===== src/rtl/elevator_pkg.sv =====
// elevator_pkg: state encoding, direction constants and width helper shared by the elevator sequencer
package elevator_pkg;
    typedef enum logic [1:0] {IDLE, MOVE, SETTLE, DOOR} state_t;
    localparam logic DIR_UP = 1'b1;
    localparam logic DIR_DOWN = 1'b0;
    function automatic int width_of(input int n);
        return (n > 1) ? $clog2(n) : 1;
    endfunction
endpackage


===== src/rtl/seq_timer.sv =====
// seq_timer: loadable down-counter that parks at zero and flags it
module seq_timer #(
    parameter int W = 4
) (
    input  logic         clk,
    input  logic         reset,
    input  logic         i_load,
    input  logic [W-1:0] i_value,
    output logic         o_zero
);
    logic [W-1:0] r_count;
    always_ff @(posedge clk)
        if (reset) r_count <= '0;
        else if (i_load) r_count <= i_value;
        else if (r_count != '0) r_count <= r_count - W'(1);
    assign o_zero = (r_count == '0);
endmodule


===== src/rtl/elevator_sequencer.sv =====
// elevator_sequencer: SCAN-order motion and door sequencer for one car.
// Define SEQ_DOOR_REOPEN_EN to let a new call at the current floor extend an open door.
module elevator_sequencer
    import elevator_pkg::*;
#(
    parameter int FLOORS = 8,
    parameter int TRAVEL_CYCLES = 16,
    parameter int DOOR_CYCLES = 32,
    localparam int FW = $clog2(FLOORS)
) (
    input  logic              clk,
    input  logic              reset,
    input  logic [FLOORS-1:0] i_req,
    input  logic [FW-1:0]     i_floor,
    output logic              o_car_step,
    output logic              o_car_up,
    output logic [FLOORS-1:0] o_clr,
    output logic              o_door_open,
    output logic              o_dir_up,
    output logic              o_busy
);
    localparam int TW = width_of(TRAVEL_CYCLES > DOOR_CYCLES ? TRAVEL_CYCLES : DOOR_CYCLES);
    state_t r_state;
    logic r_dir;
    logic [FLOORS-1:0] r_clr;
    logic [FLOORS-1:0] w_onehot, w_below_mask;
    logic w_here, w_above, w_below, w_ahead, w_behind;
    logic w_go_door, w_go_move, w_reopen, w_load, w_zero;
    logic [TW-1:0] w_value;
    assign w_onehot = FLOORS'(1) << i_floor;
    assign w_below_mask = w_onehot - FLOORS'(1);
    assign w_here = |(i_req & w_onehot);
    assign w_below = |(i_req & w_below_mask);
    assign w_above = |(i_req & ~(w_below_mask | w_onehot));
    assign w_ahead = r_dir ? w_above : w_below;
    assign w_behind = r_dir ? w_below : w_above;
    assign w_go_door = (r_state == IDLE || r_state == SETTLE) && w_here;
    assign w_go_move = !w_here && ((r_state == IDLE && (w_ahead || w_behind)) || (r_state == SETTLE && w_ahead));
`ifdef SEQ_DOOR_REOPEN_EN
    // the latch still shows the serviced call while its clear strobe is out
    assign w_reopen = (r_state == DOOR) && !(|r_clr) && w_here;
`else
    assign w_reopen = 1'b0;
`endif
    assign w_load = w_go_door || w_go_move || w_reopen;
    assign w_value = w_go_move ? TW'(TRAVEL_CYCLES - 1) : TW'(DOOR_CYCLES - 1);
    seq_timer #(.W(TW)) u_timer (
        .clk(clk),
        .reset(reset),
        .i_load(w_load),
        .i_value(w_value),
        .o_zero(w_zero)
    );
    always_ff @(posedge clk) begin
        if (reset) begin
            r_state <= IDLE;
            r_dir <= DIR_UP;
            r_clr <= '0;
        end else begin
            r_clr <= (w_go_door || w_reopen) ? w_onehot : '0;
            case (r_state)
                IDLE: begin
                    if (w_go_door) r_state <= DOOR;
                    else if (w_go_move) begin
                        r_state <= MOVE;
                        if (!w_ahead) r_dir <= ~r_dir;
                    end
                end
                MOVE: if (w_zero) r_state <= SETTLE;
                SETTLE: r_state <= w_go_door ? DOOR : w_go_move ? MOVE : IDLE;
                DOOR: if (w_zero && !w_reopen) r_state <= IDLE;
                default: r_state <= IDLE;
            endcase
        end
    end
    assign o_car_step = (r_state == MOVE) && w_zero;
    assign o_car_up = o_car_step && r_dir;
    assign o_clr = r_clr;
    assign o_door_open = (r_state == DOOR);
    assign o_dir_up = r_dir;
    assign o_busy = (r_state != IDLE);
endmodule

===== config.mk =====
export PLATFORM = sky130hd
export DESIGN_NAME = elevator_sequencer
export DESIGN_NICKNAME = d
export VERILOG_FILES = /design/src/rtl/elevator_pkg.sv /design/src/rtl/seq_timer.sv /design/src/rtl/elevator_sequencer.sv
export SDC_FILE = /design/constraint.sdc
export NUM_CORES = 1
export LEC_CHECK = 0
export ABC_CLOCK_PERIOD_IN_PS = 2900
export CAP_MARGIN = 0
export CORE_MARGIN = 1
export CORE_UTILIZATION = 40
export CTS_CLUSTER_SIZE = 12
export DETAILED_ROUTE_END_ITERATION = 6
export HOLD_SLACK_MARGIN = 0.08
export PLACE_DENSITY = 0.67
export SLEW_MARGIN = 25
export SYNTH_ARGS = -nofsm -noshare
export SYNTH_HDL_FRONTEND = slang
export SYNTH_SLANG_ARGS = --single-unit

===== constraint.sdc =====
create_clock -name clk -period 2.9 [get_ports clk]
set_input_delay 0.435 -clock clk [delete_from_list [all_inputs] [get_ports clk]]
set_output_delay 0.435 -clock clk [all_outputs]
set_load 0.01 [all_outputs]

==> results.ini, run 1 <==
[sta]
drv_slew=0
fmax_mhz=416
worst_slack_ns=0.494
finalSetupTns_ns=0
relSlewSlack_pct=62.8
tightest_slew_ns=0.558
fin_skew_ns=0.00738
setup_viol=0
post-route-period-util_pct=83.0
finalHoldViolations=0
period_needed_ns=2.41
rsz0062_at_grt=false

[synth]
synth_area_per_cell_sq_um=9.21
synthArstFlopShare_pct=0
synth_top_area_share_pct=31.9
synth_xor_area_share_pct=2.62
synth.distinct_cells=38
synthTopCellsByArea=dfxtp_1 (32%), nor4b_4 (7.1%), nor4_2 (5.0%)
syn_area_sq_mm=0.00100
syn_inst=109
synth_edf_count=0
synth_top_family_by_area=simple AND/OR/NAND/NOR gates
synthMuxAreaShare_pct=2.99
synth_compound_area_share_pct=23.8
synth_fa_ha_area_share_pct=3.74
seq_area_frac_synth_pct=31.9
ys.flop_type=dfxtp_1
syn-num-nets=125
synth_seq_cells=16
yosys.area.top_type=dfxtp_1
ys_warn_count=0
yosys.area_share.simple_pct=27.2

[worst_setup_path]
path_class=flip-flop to output pin
ff2ff_path_depth=8
slowest_delay_ns=0.53
cp-start-kind=flip-flop
crit_required_ns=2.47
r2r_end=u_timer.r_count[3]$_SDFFE_PP0P_
cp_max_fo=3
crit_slowest_cell=clkdlybuf4s50_1
crit_chain=inv_1 -> ha_1 -> nor4b_4 -> and3_1 -> and2_1 -> clkdlybuf4s50_1
arrival_ns=1.97
r2r-start=u_timer.r_count[0]$_SDFFE_PP0P_
r2r_setup_slack_ns=1.38
crit_path_end_kind=output pin

[clocking]
numCtsBuffers=3
cts_max_path_buffers=2
clk_pin_slew_ns=0.10
cts_setup_buffers=0
htreeDepth=1
postCtsHoldBufs=0
cts_resized=0
cts_tree=yes
cts_root_buf=clkbuf_4
clock_sinks=16
clk_latency_ns=0.29

[pwr]
pwr-share-clk_pct=17.5
peakVddDrop_mv=0.510
intPower_mw=0.531
power_density_mw_per_mm2=630
combinationalPowerShare_pct=43.2
p_total_mw=0.833
seqPwrFrac_pct=39.3
p_leak_nw=0.528
swShare_pct=36.2
power.switching_mw=0.302

[grt]
grt_max_degree=14
antenna_found_initial=0
grt-ovfl-total=0
grt_pass1_vias=778
grt_pass1_wl_um=3540
grt_util_all_layers_pct=17.7

[detailed_routing]
drc_errors=0
vias=921
drtAntennaViolNets=0
finalWirelength_um=2170
drt_iter0_drc=15
avgViaCountPerCell=5.55
routedWlPerCell_um=13.1
drt_pass1_iterations=4

[job]
maxCapViolCount=0

[min_path]
hp-class=flip-flop to flip-flop
hold_depth=1
worstHoldStart=r_state[0]$_SDFFE_PP0P_
hold_end=r_state[1]$_SDFFE_PP0P_

[final_layout]
fin_util_pct=57.6
multi_input_area_sq_um=606
fin_nets=155
diodes=0
drive_gt1_share_pct=13.0
fillCellCount=206
seq_area_sq_um=320
area_growth_pct=31.8

[floorplan]
io_pins=26
die_w_um=52.1
row_count=17
dieHeight_um=52.1
die_area_sq_mm=0.00271
core_area_sq_mm=0.00230
initial_core_util_pct=43.7

[run_status]
outcome=finished clean

[placed_design]
hpwl_um=1700
gp_congestion=0.892
pre_cts_slack_ns=0.249
io_buffers=25

[cell usage after synthesis (3+ instances only)]
| cell | count |
|---|---|
| ha_1 | 3 |
| o21ai_0 | 6 |
| nand2_1 | 9 |
| mux2i_1 | 3 |
| nand3_1 | 3 |
| nor4_2 | 4 |
| nor3_1 | 4 |
| xnor2_1 | 3 |
| inv_1 | 8 |
| nor4b_4 | 3 |
| dfxtp_1 | 16 |
| o211ai_1 | 4 |
| nor2_1 | 5 |
| a21oi_1 | 5 |
| and3_1 | 3 |
[layout by cell type, fill, tap and decap left out, drive strengths merged, types with 2 or more instances in the layout]
cell	synthesis	routed
a211oi	2	2
nand3	3	3
and3	3	3
a21oi	5	5
nor4	5	5
o21ai	6	6
o311a	2	2
buf	6	6
clkbuf	0	4
xnor2	3	3
dfxtp	16	16
o211ai	4	4
nand2	9	9
mux2i	3	3
nor4b	3	3
inv	8	8
o31a	2	2
nor2	5	5
nor3	4	4
clkdlybuf4s50	0	25
ha	3	3
o21a	2	2
[worst max-delay path: cells and delay by family (launching register included)]
kind,cells,cell delay [ns]
AND/OR/NAND/NOR,3,0.56
flip-flops,1,0.34
buffers and inverters,2,0.61
adder cells (fa/ha/maj),1,0.18
[stage by stage]
step	cell area, sq um	hold slack (ns)	std cells
finish	1320	0.515	166
CTS	1320	0.510	166
floorplan	1000	0.446	109
detailed placement	1290	0.494	162
global route	1320	0.543	166
global placement	1290	0.505	162
[registers in the layout (all words and copies together) (netlist names)]
signal / count
r_state: 2
u_timer.r_count: 5
o_clr: 8
o_dir_up: 1
[cell families (layout without fill, tap and decap cells)]
group	Yosys count	count (layout)
flops	16	16
compound gates	33	33
mux	3	3
simple gates	37	37
fa+ha+maj	3	3
xor+xnor	3	3
buf+inv	14	43
[power groups by stage]
stage          registers (mW)  clock network, mW  logic (mW)
2_1_floorplan           0.321                  0       0.255
3_3_place_gp            0.331                  0       0.358
3_5_place_dp            0.331                  0       0.363
4_1_cts                 0.327              0.151       0.364
5_1_grt                 0.338              0.159       0.396
6_report                0.327              0.146       0.360
[worst max-delay path by stage]
stage | start | to | slack (ns)
floorplan | i_floor[2] | u_timer.r_count[4]$_SDFFE_PP0P_ | 0.77
global placement | i_floor[2] | u_timer.r_count[1]$_SDFFE_PP0P_ | 0.28
detailed placement | i_floor[0] | u_timer.r_count[2]$_SDFFE_PP0P_ | 0.25
CTS | u_timer.r_count[0]$_SDFFE_PP0P_ | o_car_up | 0.47
global route | u_timer.r_count[0]$_SDFFE_PP0P_ | o_car_up | 0.32
finish | u_timer.r_count[0]$_SDFFE_PP0P_ | o_car_up | 0.49
[cell type report]
cell class                      count  area share (%)
Clock buffer                        4            2.74
Tap cell                           28            2.65
Timing Repair Buffer               31            22.3
Inverter                            8            2.27
Sequential cell                    16            24.2
Multi-Input combinational cell     79            45.8
[routing by layer]
metal / share of wire (%) / wire length (um) / track usage [%] / up-vias
met5: 0 / 0 / 0 / -
met4: 0.60 / 13 / 5.86 / 0
met3: 4.6 / 101 / 4.97 / 2
met2: 49 / 1070 / 29.7 / 24
met1: 46 / 992 / 21.3 / 427
li1: - / - / - / 468
No activity file was read; power rests on OpenSTA's default activity.
==> run 2: changes to the inputs <==
- ABC_CLOCK_PERIOD_IN_PS: 2900 -> 2400
- clock period: 2.9 -> 2.4 ns (I/O delays scaled with it)
==> run 2 against run 1 <==
  * Die area stayed put
  * Via count rose by 0.43%
  * Register-to-register slack got worse by 0.48 ns
  * Clock-buffer cell count down 1
  * Critical path type unchanged
  * Highest routed layer unchanged
==> results.ini, run 2 (synthesis results as in run 1) <==
[sta]
fin_skew_ns=0.00892  ; +0.00154 ns
period_needed_ns=2.23
drv_slew=0  ; unchanged
finalSetupTns_ns=0  ; unchanged
tightest_slew_ns=0.360  ; -0.199 ns
post-route-period-util_pct=92.9
worst_slack_ns=0.171  ; -0.323 ns
finalHoldViolations=0  ; unchanged
rsz0062_at_grt=false
setup_viol=0  ; unchanged
relSlewSlack_pct=76.0  ; +13 points
fmax_mhz=449

[floorplan]
initial_core_util_pct=43.7  ; unchanged
core_area_sq_mm=0.00230  ; unchanged
die_w_um=52.1  ; unchanged
io_pins=26  ; unchanged
die_area_sq_mm=0.00271  ; unchanged
row_count=17  ; unchanged
dieHeight_um=52.1  ; unchanged

[worst_setup_path]
cp_max_fo=3  ; unchanged
arrival_ns=1.87  ; -0.10 ns
crit_chain=inv_1 -> ha_1 -> nor4b_4 -> and3_4 -> clkdlybuf4s50_1
cp-start-kind=flip-flop
path_class=flip-flop to output pin
cp.depth=5  ; -1
crit_required_ns=2.04  ; -0.43 ns
cp_top_family=buffers and inverters
ff2ff_path_depth=8  ; unchanged
slowest_delay_ns=0.53  ; about the same
crit_slowest_cell=clkdlybuf4s50_1
path_buf_inv=2  ; unchanged
crit_path_end_kind=output pin

[final_layout]
area_growth_pct=33.9
diodes=0  ; unchanged
fin_nets=157  ; +1.3%
multi_input_area_sq_um=611  ; +0.83%
seq_area_sq_um=320  ; unchanged
layout_common_cells=clkdlybuf4s50_1 (24), dfxtp_1 (16), nand2_1 (9)
final_area_sq_mm=0.00134  ; +1.6%
fin_util_pct=58.5  ; +0.93 points
largest_reg_flops=8  ; unchanged
final_common_cell=clkdlybuf4s50_1
fillCellCount=198  ; -3.9%
drive_gt1_share_pct=14.4  ; +1.3 points

[clocking]
htreeDepth=1  ; unchanged
clock_sinks=16  ; unchanged
cts_tree=yes
postCtsHoldBufs=0  ; unchanged
numCtsBuffers=3  ; unchanged
clk_latency_ns=0.28  ; about the same
cts_max_path_buffers=2  ; unchanged
cts_root_buf=clkbuf_4
clk_pin_slew_ns=0.09  ; about the same

[grt]
grt_util_all_layers_pct=18.1  ; +0.43 points
grt_pass1_vias=801  ; +3.0%
grt_pass1_wl_um=3620  ; +2.3%
grt_max_degree=14  ; unchanged
grt-ovfl-total=0  ; unchanged
antenna_found_initial=0  ; unchanged

[detailed_routing]
routedWlPerCell_um=13.0  ; -0.55%
avgViaCountPerCell=5.54  ; -0.17%
drtAntennaViolNets=0  ; unchanged
drt_iter0_drc=27  ; +12
drc_errors=0  ; unchanged
vias=925  ; +0.43%
drt_pass1_iterations=4  ; unchanged
finalWirelength_um=2180  ; about the same

[pwr]
peakVddDrop_mv=0.501  ; -1.9%
seqPwrFrac_pct=40.0  ; +0.7 points
power_density_mw_per_mm2=728  ; +16%
combinationalPowerShare_pct=46.1  ; +2.9 points
swShare_pct=36.7  ; +0.42 points
p_leak_nw=0.553  ; +4.7%
power.switching_mw=0.359  ; +19%
intPower_mw=0.620  ; +17%
pwr-share-clk_pct=14.0  ; -3.5 points

[placed_design]
pre_cts_slack_ns=0.0864  ; -0.163 ns
hpwl_um=1670  ; -2.0%
placed_cell_area_sq_mm=0.00131  ; +2.1%
gp_congestion=0.864  ; -3.2%
io_buffers=25  ; unchanged

[min_path]
hp-class=flip-flop to flip-flop
hold_depth=1  ; unchanged

[run_status]
outcome=finished clean

[job]
maxCapViolCount=0  ; unchanged

run 2: changes by cell type in the layout (fill, tap and decap cells not counted), sizes merged:
cell / delta
buf: +2
clkbuf: -1
clkdlybuf4s50: -1
dlymetal6s2s: +1
run 2: timing repair:
action                                  in CTS  in global routing
endpoints found under the setup margin       0                  1
setup buffers                                0                  0
resized for setup                            0                  2
run 2: area by class of cell:
class | count | area share [%]
multi-input combinational | 79 | 45.4
timing repair buffer | 33 | 24.2
sequential | 16 | 23.8
tap | 28 | 2.61
inverter | 8 | 2.23
clock buffer | 3 | 1.68
run 2: per-stage QoR:
step                power (mW)  cells  hold slack (ns)
global route              1.06    167            0.548
CTS                      0.985    167            0.517
finish                   0.979    167            0.527
global placement         0.844    164            0.502
detailed placement       0.844    164            0.502
floorplan                0.696    109            0.433
run 2: routing by layer:
metal | track usage, % | wire [um] | up-vias
li1 | - | - | 469
met1 | 21.8 | 983 | 421
met2 | 31.2 | 1050 | 33
met3 | 6.14 | 126 | 2
met4 | 2.70 | 13 | 0
met5 | 0 | 0 | -
run 2: worst paths after layout:
| kind | from | to | slack, ns |
|---|---|---|---|
| max reg2reg | u_timer.r_count[0]$_SDFFE_PP0P_ | u_timer.r_count[3]$_SDFFE_PP0P_ | 0.90 |
| max | u_timer.r_count[0]$_SDFFE_PP0P_ | o_car_step | 0.17 |
| min | r_state[0]$_SDFFE_PP0P_ | r_state[1]$_SDFFE_PP0P_ | 0.53 |
| min reg2reg | r_state[0]$_SDFFE_PP0P_ | r_state[1]$_SDFFE_PP0P_ | 0.53 |
run 2: power by group through the flow:
stage	clock [mW]	combinational [mW]	sequential, mW
5_1_grt	0.159	0.500	0.404
3_5_place_dp	0	0.446	0.398
4_1_cts	0.142	0.452	0.391
3_3_place_gp	0	0.446	0.398
6_report	0.137	0.451	0.391
2_1_floorplan	0	0.308	0.388
==> run 3: changes to the inputs <==
- GPL_ROUTABILITY_DRIVEN: not set -> 0
==> results of run 3 <==
No change in the layout: final DEF, timing and power equal those of run 2.
